<file path="config.mk">
export PLATFORM = sky130hd
export DESIGN_NAME = mmio_peripheral_hub_flat
export DESIGN_NICKNAME = d
export VERILOG_FILES = /design/src/rtl/mmio_peripheral_hub_if.sv /design/src/rtl/mmio_peripheral_hub.sv /design/src/flat_wrapper.sv
export SDC_FILE = /design/constraint.sdc
export NUM_CORES = 1
export LEC_CHECK = 0
export CORE_ASPECT_RATIO = 1.4
export CORE_MARGIN = 4
export CORE_UTILIZATION = 45
export CTS_BUF_LIST = sky130_fd_sc_hd__clkbuf_4
export DETAILED_ROUTE_END_ITERATION = 10
export PLACE_DENSITY_LB_ADDON = 0.15
export RECOVER_POWER = 50
export SYNTH_ARGS = -nofsm -noshare
export SYNTH_HDL_FRONTEND = slang
export SYNTH_SLANG_ARGS = --single-unit
</file>
<file path="constraint.sdc">
create_clock -name clock -period 2.45 [get_ports clock]
set_input_delay 0.3675 -clock clock [delete_from_list [all_inputs] [get_ports clock]]
set_output_delay 0.3675 -clock clock [all_outputs]
set_load 0.05 [all_outputs]
</file>
<file path="src/rtl/mmio_peripheral_hub_if.sv">
// Data-memory side bus of the MMIO hub: address/write strobe/write data from the
// processor, RAM read data in, merged read data back to the processor.
interface mmio_peripheral_hub_if;
  logic [11:0] addr;
  logic        wren;
  logic [31:0] wdata;
  logic [31:0] ram_q;
  logic [31:0] rdata;

  // No valid/ready: every cycle is a transfer. Writes take effect on the edge
  // that samples wren; reads return data one cycle later, aligned with ram_q.
  modport master (output addr, output wren, output wdata, output ram_q, input rdata);
  modport slave  (input addr, input wren, input wdata, input ram_q, output rdata);
endinterface

</file>
<file path="src/rtl/mmio_peripheral_hub.sv">
// MMIO hub: sticky button edges, servo duty registers and tone register overlaid on the
// data RAM read path. Define HUB_SLEW_EN to make duty ramp toward target at a limited rate.
module mmio_peripheral_hub #(
  parameter int          NUM_BTN    = 6,
  parameter int          NUM_SERVO  = 3,
  parameter int          DUTY_W     = 10,
  parameter logic [11:0] BTN_BASE   = 12'd64,
  parameter logic [11:0] SERVO_BASE = 12'd80,
  parameter logic [11:0] TONE_ADDR  = 12'd96,
  parameter int          SLEW_DIV   = 50000,
  parameter int          SLEW_STEP  = 1
) (
  input  logic                          clock,
  input  logic                          reset,
  mmio_peripheral_hub_if.slave          bus,
  input  logic [NUM_BTN-1:0]            btn,
  output logic [NUM_SERVO*DUTY_W-1:0]   duty,
  output logic [3:0]                    tone,
  output logic                          tone_en
);

  logic [NUM_BTN-1:0] sync1_q, sync2_q, sync3_q;
  logic [NUM_BTN-1:0] btn_edge;
  logic [NUM_BTN-1:0] sticky_q, sticky_d;
  logic [NUM_BTN-1:0] clr;
  logic               hit_q, hit_d;
  logic [31:0]        rd_q, rd_d;
  logic [3:0]         tone_q, tone_d;
  logic               tone_en_q, tone_en_d;
  logic [DUTY_W-1:0]  target_q [NUM_SERVO];
  logic [DUTY_W-1:0]  target_d [NUM_SERVO];
  logic [DUTY_W-1:0]  duty_cur [NUM_SERVO];

  assign btn_edge = sync2_q & ~sync3_q;

  // Decode and read capture; a read clears the sticky flag but still reports
  // an edge arriving on the same cycle.
  always_comb begin
    hit_d     = 1'b0;
    rd_d      = '0;
    clr       = '0;
    tone_d    = tone_q;
    tone_en_d = tone_en_q;
    target_d  = target_q;
    for (int i = 0; i < NUM_BTN; i++) begin
      if (bus.addr == BTN_BASE + 12'(i)) begin
        hit_d  = 1'b1;
        rd_d   = {31'b0, sticky_q[i] | btn_edge[i]};
        clr[i] = 1'b1;
      end
    end
    for (int i = 0; i < NUM_SERVO; i++) begin
      if (bus.addr == SERVO_BASE + 12'(i)) begin
        hit_d = 1'b1;
        rd_d  = 32'(duty_cur[i]);
        if (bus.wren) target_d[i] = bus.wdata[DUTY_W-1:0];
      end
    end
    if (bus.addr == TONE_ADDR) begin
      hit_d = 1'b1;
      rd_d  = {27'b0, tone_en_q, tone_q};
      if (bus.wren) begin
        tone_d    = bus.wdata[3:0];
        tone_en_d = (bus.wdata[3:0] != 4'hF);
      end
    end
    sticky_d = (sticky_q | btn_edge) & ~clr;
  end

  always_ff @(posedge clock or negedge reset) begin
    if (!reset) begin
      sync1_q   <= '0;
      sync2_q   <= '0;
      sync3_q   <= '0;
      sticky_q  <= '0;
      hit_q     <= 1'b0;
      rd_q      <= '0;
      tone_q    <= 4'hF;
      tone_en_q <= 1'b0;
      target_q  <= '{default: '0};
    end else begin
      sync1_q   <= btn;
      sync2_q   <= sync1_q;
      sync3_q   <= sync2_q;
      sticky_q  <= sticky_d;
      hit_q     <= hit_d;
      rd_q      <= rd_d;
      tone_q    <= tone_d;
      tone_en_q <= tone_en_d;
      target_q  <= target_d;
    end
  end

`ifdef HUB_SLEW_EN
  localparam int                PW     = $clog2(SLEW_DIV);
  localparam logic [DUTY_W-1:0] STEP_V = DUTY_W'(SLEW_STEP);

  logic [PW-1:0]     presc_q;
  logic              tick;
  logic [DUTY_W-1:0] gap;
  logic [DUTY_W-1:0] duty_q [NUM_SERVO];
  logic [DUTY_W-1:0] duty_d [NUM_SERVO];

  assign tick = (presc_q == PW'(SLEW_DIV - 1));

  // Steps use the target registered before this edge, so a fresh write
  // retargets at the following tick.
  always_comb begin
    duty_d = duty_q;
    gap    = '0;
    if (tick) begin
      for (int i = 0; i < NUM_SERVO; i++) begin
        if (target_q[i] > duty_q[i]) begin
          gap       = target_q[i] - duty_q[i];
          duty_d[i] = duty_q[i] + ((32'(gap) > SLEW_STEP) ? STEP_V : gap);
        end else if (target_q[i] < duty_q[i]) begin
          gap       = duty_q[i] - target_q[i];
          duty_d[i] = duty_q[i] - ((32'(gap) > SLEW_STEP) ? STEP_V : gap);
        end
      end
    end
  end

  always_ff @(posedge clock or negedge reset) begin
    if (!reset) begin
      presc_q <= '0;
      duty_q  <= '{default: '0};
    end else begin
      presc_q <= tick ? '0 : presc_q + 1'b1;
      duty_q  <= duty_d;
    end
  end

  assign duty_cur = duty_q;
`else
  logic unused_slew_cfg;
  assign unused_slew_cfg = ^{32'(SLEW_DIV), 32'(SLEW_STEP)};
  assign duty_cur = target_q;
`endif

  logic unused_wdata;
  assign unused_wdata = ^bus.wdata;

  for (genvar g = 0; g < NUM_SERVO; g++) begin : g_duty
    assign duty[g*DUTY_W +: DUTY_W] = duty_cur[g];
  end

  assign bus.rdata = hit_q ? rd_q : bus.ram_q;
  assign tone      = tone_q;
  assign tone_en   = tone_en_q;

endmodule

</file>
<file path="src/flat_wrapper.sv">
// flat-port wrapper written by rule: the top's interface ports become plain ports
module mmio_peripheral_hub_flat 
#(
  parameter int          NUM_BTN    = 6,
  parameter int          NUM_SERVO  = 3,
  parameter int          DUTY_W     = 10,
  parameter logic [11:0] BTN_BASE   = 12'd64,
  parameter logic [11:0] SERVO_BASE = 12'd80,
  parameter logic [11:0] TONE_ADDR  = 12'd96,
  parameter int          SLEW_DIV   = 50000,
  parameter int          SLEW_STEP  = 1
)
  (clock, reset, btn, duty, tone, tone_en, bus_addr, bus_wren, bus_wdata, bus_ram_q, bus_rdata);
  mmio_peripheral_hub_if bus_i ();
  input  logic clock;
  input  logic reset;
  input  logic [NUM_BTN-1:0] btn;
  output logic [NUM_SERVO*DUTY_W-1:0] duty;
  output logic [3:0] tone;
  output logic tone_en;
  input wire logic [$bits(bus_i.addr)-1:0] bus_addr;
  input wire logic [$bits(bus_i.wren)-1:0] bus_wren;
  input wire logic [$bits(bus_i.wdata)-1:0] bus_wdata;
  input wire logic [$bits(bus_i.ram_q)-1:0] bus_ram_q;
  output wire logic [$bits(bus_i.rdata)-1:0] bus_rdata;
  assign bus_i.addr = bus_addr;
  assign bus_i.wren = bus_wren;
  assign bus_i.wdata = bus_wdata;
  assign bus_i.ram_q = bus_ram_q;
  assign bus_rdata = bus_i.rdata;
  mmio_peripheral_hub #(.NUM_BTN(NUM_BTN), .NUM_SERVO(NUM_SERVO), .DUTY_W(DUTY_W), .BTN_BASE(BTN_BASE), .SERVO_BASE(SERVO_BASE), .TONE_ADDR(TONE_ADDR), .SLEW_DIV(SLEW_DIV), .SLEW_STEP(SLEW_STEP)) u_core (.clock(clock), .reset(reset), .bus(bus_i), .btn(btn), .duty(duty), .tone(tone), .tone_en(tone_en));
endmodule
</file>
=== Word-level counts from Yosys, hierarchy flattened ===
Index checks and enable logic that the tools add are counted.

* Add/subtract/negate cells: 0
* Multipliers: 0
* Divide/modulo/power cells: 0
* Order comparisons: 0
* Equal/unequal tests: 11
* Shift operators: 0
* Muxes and demuxes: 26
* Bitwise operators: 11
* Reductions and logical operators: 4

{| class="wikitable"
|+ Operators by type and width
! operator !! number
|-
| equality test 12 x 7 -> 1 bit, second input constant || 10
|-
| 2-to-1 mux 10 bit || 4
|-
| 2-to-1 mux 32 bit || 1
|-
| 2-to-1 mux 1 bit || 21
|-
| AND 6 bit || 2
|-
| inverter 6 bit || 2
|-
| AND reduction 2 bit || 4
|-
| OR 1 bit || 6
|-
| OR 6 bit || 1
|-
| inequality test 4 bit, second input constant || 1
|}

* Register bits after elaboration: 70
* Bits in latches: 0
* Memory bits (writable): 0
* Memory bits (read-only): 0
* Output and inout port bits: 67
* Memories: 0

=== Longest topological paths before layout ===
Gate-level depths: netlist of run 1.

* Depth in word-level cells: 13
* Gate-level depth with buffers: 7
* Mapped depth without buffers: 5

=== Worst setup path before layout of run 1 ===
OpenSTA, ideal clock, no wires.

* Path type: input -> register
* Start point: input port bus_addr[9]
* End point: register u_core.target_q, in the netlist u_core.duty[20]
* Library setup time: 0.125 ns
* Data arrival time: 1.831 ns
* Setup slack: 0.494 ns
* Stages on the path: 7
* Cells stage by stage: or4_1 buf_4 nor2_4 and4_1 buf_6 nand2_8 mux2_4

* Word-level cells in the longest chain between the ends: 2

{| class="wikitable"
|+ Ends and longest elaborated chain
! what !! line !! text
|-
| from (decl) || flat_wrapper.sv:21 || <nowiki>input wire logic [$bits(bus_i.addr)-1:0] bus_addr;</nowiki>
|-
| equality test 12 x 7 -> 1 bit || mmio_peripheral_hub.sv:53 || <nowiki>if (bus.addr == SERVO_BASE + 12'(i)) begin</nowiki>
|-
| AND reduction 2 bit (no source line) || -- ||
|-
| to (signal assigned) || mmio_peripheral_hub.sv:90 || <nowiki>target_q <= target_d;</nowiki>
|-
| to (decl) || mmio_peripheral_hub.sv:30 || <nowiki>logic [DUTY_W-1:0] target_q [NUM_SERVO];</nowiki>
|}

Every way passes these cells.
A chain may end at the register's enable or synchronous reset.

=== Final worst setup path of run 1 ===
* Start point: input port bus_addr[9]
* End point: register u_core.tone_en_q (netlist: u_core.tone_en)

* Word-level cells in the longest chain between the ends: 2

{| class="wikitable"
|+ Ends and longest elaborated chain
! what !! line !! text
|-
| equality test 12 x 7 -> 1 bit || mmio_peripheral_hub.sv:59 || <nowiki>if (bus.addr == TONE_ADDR) begin</nowiki>
|-
| AND reduction 2 bit (no source line) || -- ||
|-
| to (signal assigned) || mmio_peripheral_hub.sv:89 || <nowiki>tone_en_q <= tone_en_d;</nowiki>
|-
| to (decl) || mmio_peripheral_hub.sv:29 || <nowiki>logic tone_en_q, tone_en_d;</nowiki>
|}

Every way passes these cells.

==> impl_metrics.json, run 1 <==
{
  "status": "completed",
  "ys.flop_type": "dfrtp_1",
  "root_buffer": "clkbuf_4",
  "core_area_um2": 6610,
  "cts_tree": "yes",
  "maxSlewViolCount": 0,
  "grt_max_degree": 37,
  "period_share_pct": 90.2,
  "p_leak_nw": 2.16,
  "overflow": 0,
  "finalHoldViolations": 0,
  "fin_crit_ns": 2.21,
  "timing.fmax_ghz": 0.452,
  "clockBufferDepth": 2,
  "path_cells": "dlygate4sd3_1, or4_1, clkbuf_1, nor3_2, nand4_1, buf_4, a41oi_1, a21o_1",
  "power.density_nw_per_um2": 522,
  "fin_cells": 494,
  "first_pass_iters": 4,
  "holdBufCountCts": 1,
  "first_global_vias": 2662,
  "nets": 483,
  "start_kind": "input pin",
  "yosys.cell_types.count": 39,
  "hpwl_um": 6100,
  "clkSinkCount": 70,
  "ir_worst_vdd_uv": 478,
  "synth_warnings": 0,
  "cp.required_ns": 2.81,
  "synth_cells": 244,
  "ys_seq_area_share_pct": 57.3,
  "hold_ws_ns": 0.358,
  "io_pins": 152,
  "antenna_found_initial": 0,
  "cap_violations": 0,
  "clk_latency_ns": 0.42,
  "ctsResizeCount": 0,
  "grt_usage_pct": 21.0,
  "ys_top_cells_by_area": "dfrtp_1, mux2_2, mux2_4, nor2b_1, dfstp_2",
  "rsz0062_at_grt": "no",
  "ant_nets": 0,
  "tns_ns": 0,
  "die_w_um": 77.8,
  "yosysTopAreaCell": "dfrtp_1",
  "syn_avg_cell_area_um2": 12.6,
  "dp.cells": 478,
  "htree_levels": 3,
  "vias": 2502,
  "cpLargestDelayFamily": "simple AND/OR/NAND/NOR gates",
  "syn_nets": 329,
  "cts-buffers-inserted": 9,
  "async_reset_ff_share_pct": 100,
  "yosys_register_bits": 70,
  "wl_per_cell_um": 16.4,
  "path_max_fanout": 6,
  "end_kind": "flip-flop",
  "drive_above_1_share_pct": 28.4,
  "dpl_cell_area_um2": 4530,
  "clock_skew_ns": 0.0206,
  "die_y_um": 106,
  "critPathMaxStageDelay_ns": 0.65,
  "initial_core_util_pct": 46.4,
  "drc": 0,
  "synth-edff-count": 0,
  "critical_path_class": "in -> reg",
  "area_delta_synth_final_pct": 52.8,
  "crit_arrival_ns": 2.57,
  "design_area_um2": 4690,
  "grt_pass1_wl_um": 13400,
  "placement.io_buffers": 129,
  "tightest_slew_ns": 0.844,
  "antenna-diode-count": 0,
  "die_area_um2": 8220,
  "synth_most_common_cell": "dfrtp_1",
  "vias_per_cell": 5.06,
  "path_clk_slew_ns": 0.11,
  "wl_um": 8080,
  "synth_area_um2": 3070,
  "drtIter0Drc": 175,
  "setup_violations": 0,
  "synth_common_cells": "dfrtp_1, mux2_2, nor2b_1",
  "slew_headroom_pct": 43.8,
  "finalWeightedCongestion": 0.902,
  "netlist.area_leader.share_pct": 53.9,
  "row_count": 35,
  "hp-class": "reg -> reg",
  "crit_buf_inv": 3,
  "cp_slowest_cell": "or4_1",
  "cts_setup_buffers": 0,
  "fin_util_pct": 70.9
}
[logic make-up (layout without fill, tap and decap cells)]
group | Yosys count | in the layout | synth area share [%]
AOI/OAI and AO/OA | 36 | 36 | 7.22
buffers and inverters | 14 | 172 | 2.12
DFF | 70 | 70 | 57.3
muxes | 50 | 50 | 19.3
and+or+nand+nor | 74 | 74 | 14.0
[cell type report]
class                      count  area [µm²]
multi-input combinational    160        1240
tap                           92         115
timing repair buffer         150        1360
inverter                       7        26.3
clock buffer                   9        67.6
fill                         513        1930
clock inverter                 6         111
sequential                    70        1760
[sequential cells by signal (all words and copies together), names as in the netlist]
| register | flops |
|---|---|
| u_core.rd_q | 10 |
| u_core.duty | 30 |
| u_core.sync2_q | 6 |
| u_core.sticky_q | 6 |
| u_core.tone | 4 |
| u_core.hit_q | 1 |
| u_core.sync1_q | 6 |
| u_core.sync3_q | 6 |
| u_core.tone_en | 1 |
[placed cells by master (no fill, tap or decap), drive strengths merged]
master / Yosys / layout
clkdlybuf4s50: 0 / 90
nand3b: 1 / 1
a22oi: 5 / 5
nor4: 2 / 2
clkinvlp: 0 / 1
o21ai: 2 / 2
nand2: 15 / 15
or3: 1 / 1
a21o: 1 / 1
or4: 1 / 1
nor2: 16 / 16
and4: 2 / 2
a32oi: 1 / 1
nor4bb: 1 / 1
nand4: 3 / 3
clkbuf: 3 / 18
a31oi: 5 / 5
inv: 7 / 7
a2111oi: 1 / 1
a211oi: 1 / 1
dlygate4sd3: 0 / 8
a41oi: 2 / 2
mux2: 44 / 44
nor3b: 1 / 1
nor2b: 24 / 24
clkinv: 0 / 2
dfrtp: 66 / 66
o211ai: 1 / 1
bufinv: 0 / 3
nand3: 3 / 3
mux2i: 6 / 6
dfstp: 4 / 4
nand2b: 1 / 1
nor3: 3 / 3
a21oi: 17 / 17
buf: 4 / 43
[stage by stage]
| step | worst slack [ns] | total power, mW |
|---|---|---|
| 6_report | 0.240 | 2.45 |
| 5_1_grt | 0.121 | 2.54 |
| 4_1_cts | 0.268 | 2.47 |
| 3_5_place_dp | -0.0425 | 1.56 |
| 3_3_place_gp | -0.0118 | 1.56 |
| 2_1_floorplan | 0.494 | 1.36 |
[worst register-to-register path, cell delays in order (launching register included)]
cell      delay (ns)
dfrtp_1         0.38
inv_1           0.08
a211oi_1        0.08
a31oi_1         0.21
o211ai_1        0.13
a31oi_1         0.23
[worst paths after layout]
| path | from | end | slack, ns | depth (start not counted) |
|---|---|---|---|---|
| max in group asynchronous | reset | u_core.duty[25]$_DFFE_PN0P_ | 1.24 | 3 |
| worst min register to register | u_core.sync1_q[1]$_DFF_PN0_ | u_core.sync2_q[1]$_DFF_PN0_ | 0.36 | 0 |
| worst max register to register | u_core.sync3_q[3]$_DFF_PN0_ | u_core.rd_q[0]$_DFF_PN0_ | 1.23 | 5 |
| worst max-delay path | bus_addr[9] | u_core.tone_en$_DFFE_PN0P_ | 0.24 | 8 |
| worst min-delay path | u_core.sync1_q[1]$_DFF_PN0_ | u_core.sync2_q[1]$_DFF_PN0_ | 0.36 | 0 |
| min in group asynchronous | reset | u_core.sync1_q[4]$_DFF_PN0_ | 0.65 | 3 |
[report_power, final]
group	switching, mW	internal, mW
Clock	0.403	0.511
Combinational	0.199	0.152
Sequential	0.00768	1.17
[per-layer routing]
metal | up-vias | share of wire [%] | GRT usage [%] | wire, µm
li1 | 1168 | - | - | -
met1 | 1211 | 39 | 25.0 | 3180
met2 | 105 | 50 | 34.8 | 4050
met3 | 18 | 8.2 | 6.92 | 661
met4 | 0 | 2.3 | 8.02 | 189
met5 | - | 0 | 0 | 0
(Power assumes the default switching activity.)
==> run 2, diff against run 1 <==
CORE_UTILIZATION = 30   (was 45)
==> impl_metrics.json, run 2 (synthesized netlist as in run 1, its figures left out) <==
{
  "status": "completed",
  "hp-class": "reg -> reg",
  "vias": 2493,
  "fin_util_pct": 47.0,
  "die_w_um": 93.5,
  "rsz0062_at_grt": "no",
  "drive_above_1_share_pct": 27.6,
  "finalWeightedCongestion": 0.788,
  "final_common_cell": "clkdlybuf4s50_1",
  "clkSinkCount": 70,
  "clk_latency_ns": 0.42,
  "grt_pass1_wl_um": 13900,
  "antenna_found_initial": 1,
  "cts-buffers-inserted": 9,
  "end_kind": "flip-flop",
  "htree_levels": 3,
  "vias_per_cell": 4.63,
  "area_delta_synth_final_pct": 52.4,
  "critPathLaunch": "bus_addr[9]",
  "start_kind": "input pin",
  "drc": 0,
  "grt_max_degree": 31,
  "initial_core_util_pct": 30.8,
  "tns_ns": 0,
  "ant_nets": 0,
  "finalHoldViolations": 0,
  "overflow": 0,
  "setup_violations": 0,
  "fin_cells": 538,
  "largest_register_ffs": 30,
  "wl_um": 8800,
  "ff2ff_setup_slack_ns": 1.29,
  "clockBufferDepth": 2,
  "r2r_cells": 4,
  "drtIter0Drc": 94,
  "wl_per_cell_um": 16.4,
  "fin_crit_ns": 2.21,
  "grt_usage_pct": 15.5,
  "die_area_um2": 11900,
  "hold_ws_ns": 0.357,
  "p_leak_nw": 2.13,
  "ir_worst_vdd_uv": 272,
  "holdBufCountCts": 1,
  "cts_tree": "yes",
  "dp.cells": 520,
  "io_pins": 152,
  "cp.required_ns": 2.81,
  "timing.fmax_ghz": 0.452,
  "slew_headroom_pct": 9.26,
  "first_pass_iters": 4,
  "clock_skew_ns": 0.0117,
  "tightest_slew_ns": 1.36,
  "critical_path_class": "in -> reg",
  "period_share_pct": 90.2,
  "cts_setup_buffers": 0,
  "path_clk_slew_ns": 0.11,
  "root_buffer": "clkbuf_4",
  "row_count": 43,
  "cap_violations": 0,
  "min_path_cells": 0,
  "ctsResizeCount": 0,
  "path_max_fanout": 6,
  "r2r_start": "u_core.sync2_q[0]$_DFF_PN0_",
  "crit_arrival_ns": 2.57,
  "hpwl_um": 6800,
  "maxSlewViolCount": 0,
  "placement.io_buffers": 129,
  "critPathCapture": "u_core.tone[2]$_DFFE_PN1P_",
  "r2r-end": "u_core.rd_q[0]$_DFF_PN0_",
  "core_area_um2": 9950,
  "die_y_um": 128,
  "final_cell_mix": "clkdlybuf4s50_1, dfrtp_1, buf_4",
  "power.density_nw_per_um2": 482,
  "fill_cells": 952,
  "first_global_vias": 2649,
  "nets": 482,
  "total_power_mw": 2.25
}
==> run 2: changes by cell type in the layout (fill, tap and decap cells not counted) <==
cell,before,now
diode_2,0,1
clkbuf_4,9,12
clkdlybuf4s50_1,90,89
bufinv_16,3,1
buf_4,40,41
buf_12,2,1
clkbuf_1,6,8
buf_2,1,0
clkbuf_2,3,1
clkinv_1,0,2
clkinv_4,1,0
==> run 2: worst min path at each step <==
stage / startpoint / endpoint / slack (ns)
6_report: u_core.sync1_q[2]$_DFF_PN0_ / u_core.sync2_q[2]$_DFF_PN0_ / 0.36
5_1_grt: u_core.sync1_q[2]$_DFF_PN0_ / u_core.sync2_q[2]$_DFF_PN0_ / 0.37
4_1_cts: btn[1] / u_core.sync1_q[1]$_DFF_PN0_ / 0.36
3_5_place_dp: u_core.sync1_q[0]$_DFF_PN0_ / u_core.sync2_q[0]$_DFF_PN0_ / 0.34
3_3_place_gp: u_core.sync1_q[1]$_DFF_PN0_ / u_core.sync2_q[1]$_DFF_PN0_ / 0.34
2_1_floorplan: reset / u_core.duty[0]$_DFFE_PN0P_ / 0.07
==> run 2: per-stage QoR <==
stage | worst slack (ns) | cell area (µm²)
after floorplan | 0.494 | 3070
after global placement | -0.0751 | 4560
after detailed placement | -0.113 | 4560
after CTS | 0.242 | 4700
after global routing | 0.123 | 4670
final | 0.239 | 4670
==> run 2: power by group <==
group | total [mW] | switching, mW | internal (mW) | leakage (nW)
registers | 1.18 | 0.00815 | 1.17 | 0.890
clock network | 0.720 | 0.394 | 0.326 | 0.0719
logic | 0.352 | 0.200 | 0.152 | 1.16
==> run 2: layer usage <==
layer	vias up	share of wire [%]	global-route usage, %
li1	1170	-	-
met1	1196	39	17.8
met2	109	51	26.6
met3	18	7.7	4.59
met4	0	2.4	6.38
met5	-	0	0
==> run 2: cell type report <==
type	instances	area, µm²	share of cell area (%)
sequential	70	1760	37.6
timing repair buffer	149	1340	28.7
multi-input combinational	160	1240	26.6
tap	135	169	3.61
clock buffer	11	82.6	1.77
clock inverter	5	50.0	1.07
inverter	7	26.3	0.562
antenna	1	2.50	0.0535
==> run 2: critical path, stage by stage <==
cell	delay, ns
dlygate4sd3_1	0.54
or4_1	0.66
clkbuf_1	0.17
nor3_2	0.16
nand4_1	0.30
mux2_2	0.37
==> run 3, diff against run 2 <==
DONT_BUFFER_PORTS = 1   (was unset)
==> impl_metrics.json, run 3 (synthesized netlist as in run 1, its figures left out) <==
{
  "status": "completed",
  "area_delta_synth_final_pct": 20.2,
  "critPathMaxStageDelay_ns": 0.59,
  "wl_um": 8220,
  "drive_above_1_share_pct": 33.4,
  "tns_ns": 0,
  "initial_core_util_pct": 30.8,
  "root_buffer": "clkbuf_4",
  "fin_cells": 429,
  "crit_buf_inv": 1,
  "clk_latency_ns": 0.41,
  "ir_worst_vdd_uv": 281,
  "clock_skew_ns": 0.00933,
  "critical_path_class": "reg -> out",
  "p_leak_nw": 1.74,
  "row_count": 43,
  "cts-buffers-inserted": 9,
  "htree_levels": 3,
  "grt_pass1_wl_um": 12300,
  "rsz0062_at_grt": "no",
  "cts_setup_buffers": 0,
  "nets": 373,
  "cap_violations": 0,
  "power.density_nw_per_um2": 583,
  "first_global_vias": 2149,
  "fin_crit_ns": 2.07,
  "final_cell_mix": "dfrtp_1, mux2_2, buf_4",
  "worstHoldStart": "bus_addr[0]",
  "path_max_fanout": 27,
  "vias": 2104,
  "hpwl_um": 6090,
  "slew_headroom_pct": 51.8,
  "end_kind": "output port",
  "drtIter0Drc": 62,
  "start_kind": "flip-flop",
  "finalWeightedCongestion": 0.778,
  "vias_per_cell": 4.90,
  "drc": 0,
  "grt_max_degree": 71,
  "clkSinkCount": 70,
  "path_cells": "buf_12, mux2_2",
  "antenna_found_initial": 1,
  "cp.required_ns": 2.08,
  "maxSlewViolCount": 0,
  "dp.cells": 402,
  "setup_violations": 0,
  "critPathLaunch": "u_core.hit_q$_DFF_PN0_",
  "die_area_um2": 11900,
  "path_clk_slew_ns": 0.10,
  "core_area_um2": 9950,
  "die_y_um": 128,
  "finalHoldViolations": 0,
  "period_share_pct": 84.4,
  "grt_usage_pct": 14.1,
  "holdBufCountCts": 8,
  "first_pass_iters": 6,
  "cts_tree": "yes",
  "tightest_slew_ns": 0.723,
  "ctsResizeCount": 0,
  "placement.io_buffers": 0,
  "cp_slowest_cell": "dfrtp_1",
  "largest_register_ffs": 30,
  "r2r_start": "u_core.duty[0]$_DFFE_PN0P_",
  "crit_arrival_ns": 1.70,
  "timing.fmax_ghz": 0.484,
  "wl_per_cell_um": 19.2,
  "final_common_cell": "dfrtp_1",
  "ant_nets": 0,
  "io_pins": 152,
  "overflow": 0,
  "hp-class": "in -> reg",
  "die_w_um": 93.5,
  "cpLargestDelayFamily": "flip-flops",
  "clockBufferDepth": 2
}
## run 3: cell type report
class	count	area [µm²]
Clock buffer	13	97.6
Inverter	7	26.3
Fill cell	986	6270
Tap cell	135	169
Sequential cell	70	1760
Clock inverter	3	38.8
Multi-Input combinational cell	160	1240
Antenna cell	1	2.50
Timing Repair Buffer	40	352
## run 3: routing by layer
metal / part of all wire, % / routed length, µm / GRT usage [%] / vias to the layer above
met5: 0 / 0 / 0 / -
met4: 2.1 / 176 / 5.87 / 0
met3: 8.9 / 728 / 5.48 / 15
met2: 52 / 4240 / 24.1 / 108
met1: 37 / 3080 / 15.4 / 1019
li1: - / - / - / 962
## run 3: final timing paths
check	endpoint	slack (ns)	cells after the start
min	u_core.sticky_q[1]$_DFF_PN0_	0.05	1
min reg2reg	u_core.sync2_q[5]$_DFF_PN0_	0.36	0
min in group asynchronous	u_core.rd_q[3]$_DFF_PN0_	0.51	2
max in group asynchronous	u_core.tone[1]$_DFFE_PN1P_	1.63	2
max reg2reg	u_core.rd_q[0]$_DFF_PN0_	1.02	4
max	bus_rdata[1]	0.38	2
## run 3: through the flow
stage               power, mW  utilization, %  cell area (µm²)  hold slack, ns  setup WS (ns)
floorplan                1.36               -             3070          0.0719          0.494
global placement         1.40            34.5             3430          0.0743          0.290
detailed placement       1.40            34.5             3430          0.0744          0.236
CTS                      2.18            36.9             3670          0.0109          0.326
global route             2.26            37.0             3690         0.00379          0.267
finish                   2.15            37.0             3690          0.0482          0.383
## run 3: report_power, final
| part | switching (mW) | leakage, nW | total (mW) | internal, mW |
|---|---|---|---|---|
| Sequential | 0.0179 | 0.890 | 1.19 | 1.17 |
| Clock | 0.381 | 0.0794 | 0.734 | 0.354 |
| Combinational | 0.157 | 0.770 | 0.224 | 0.0677 |
| Total | 0.555 | 1.74 | 2.15 | 1.59 |
## run 3: worst register-to-register path, cell delays in order (launching register included)
cell and delay, ns:
dfrtp_1 0.68, a21oi_1 0.12, o21ai_0 0.18, nand3_1 0.10, a31oi_1 0.25
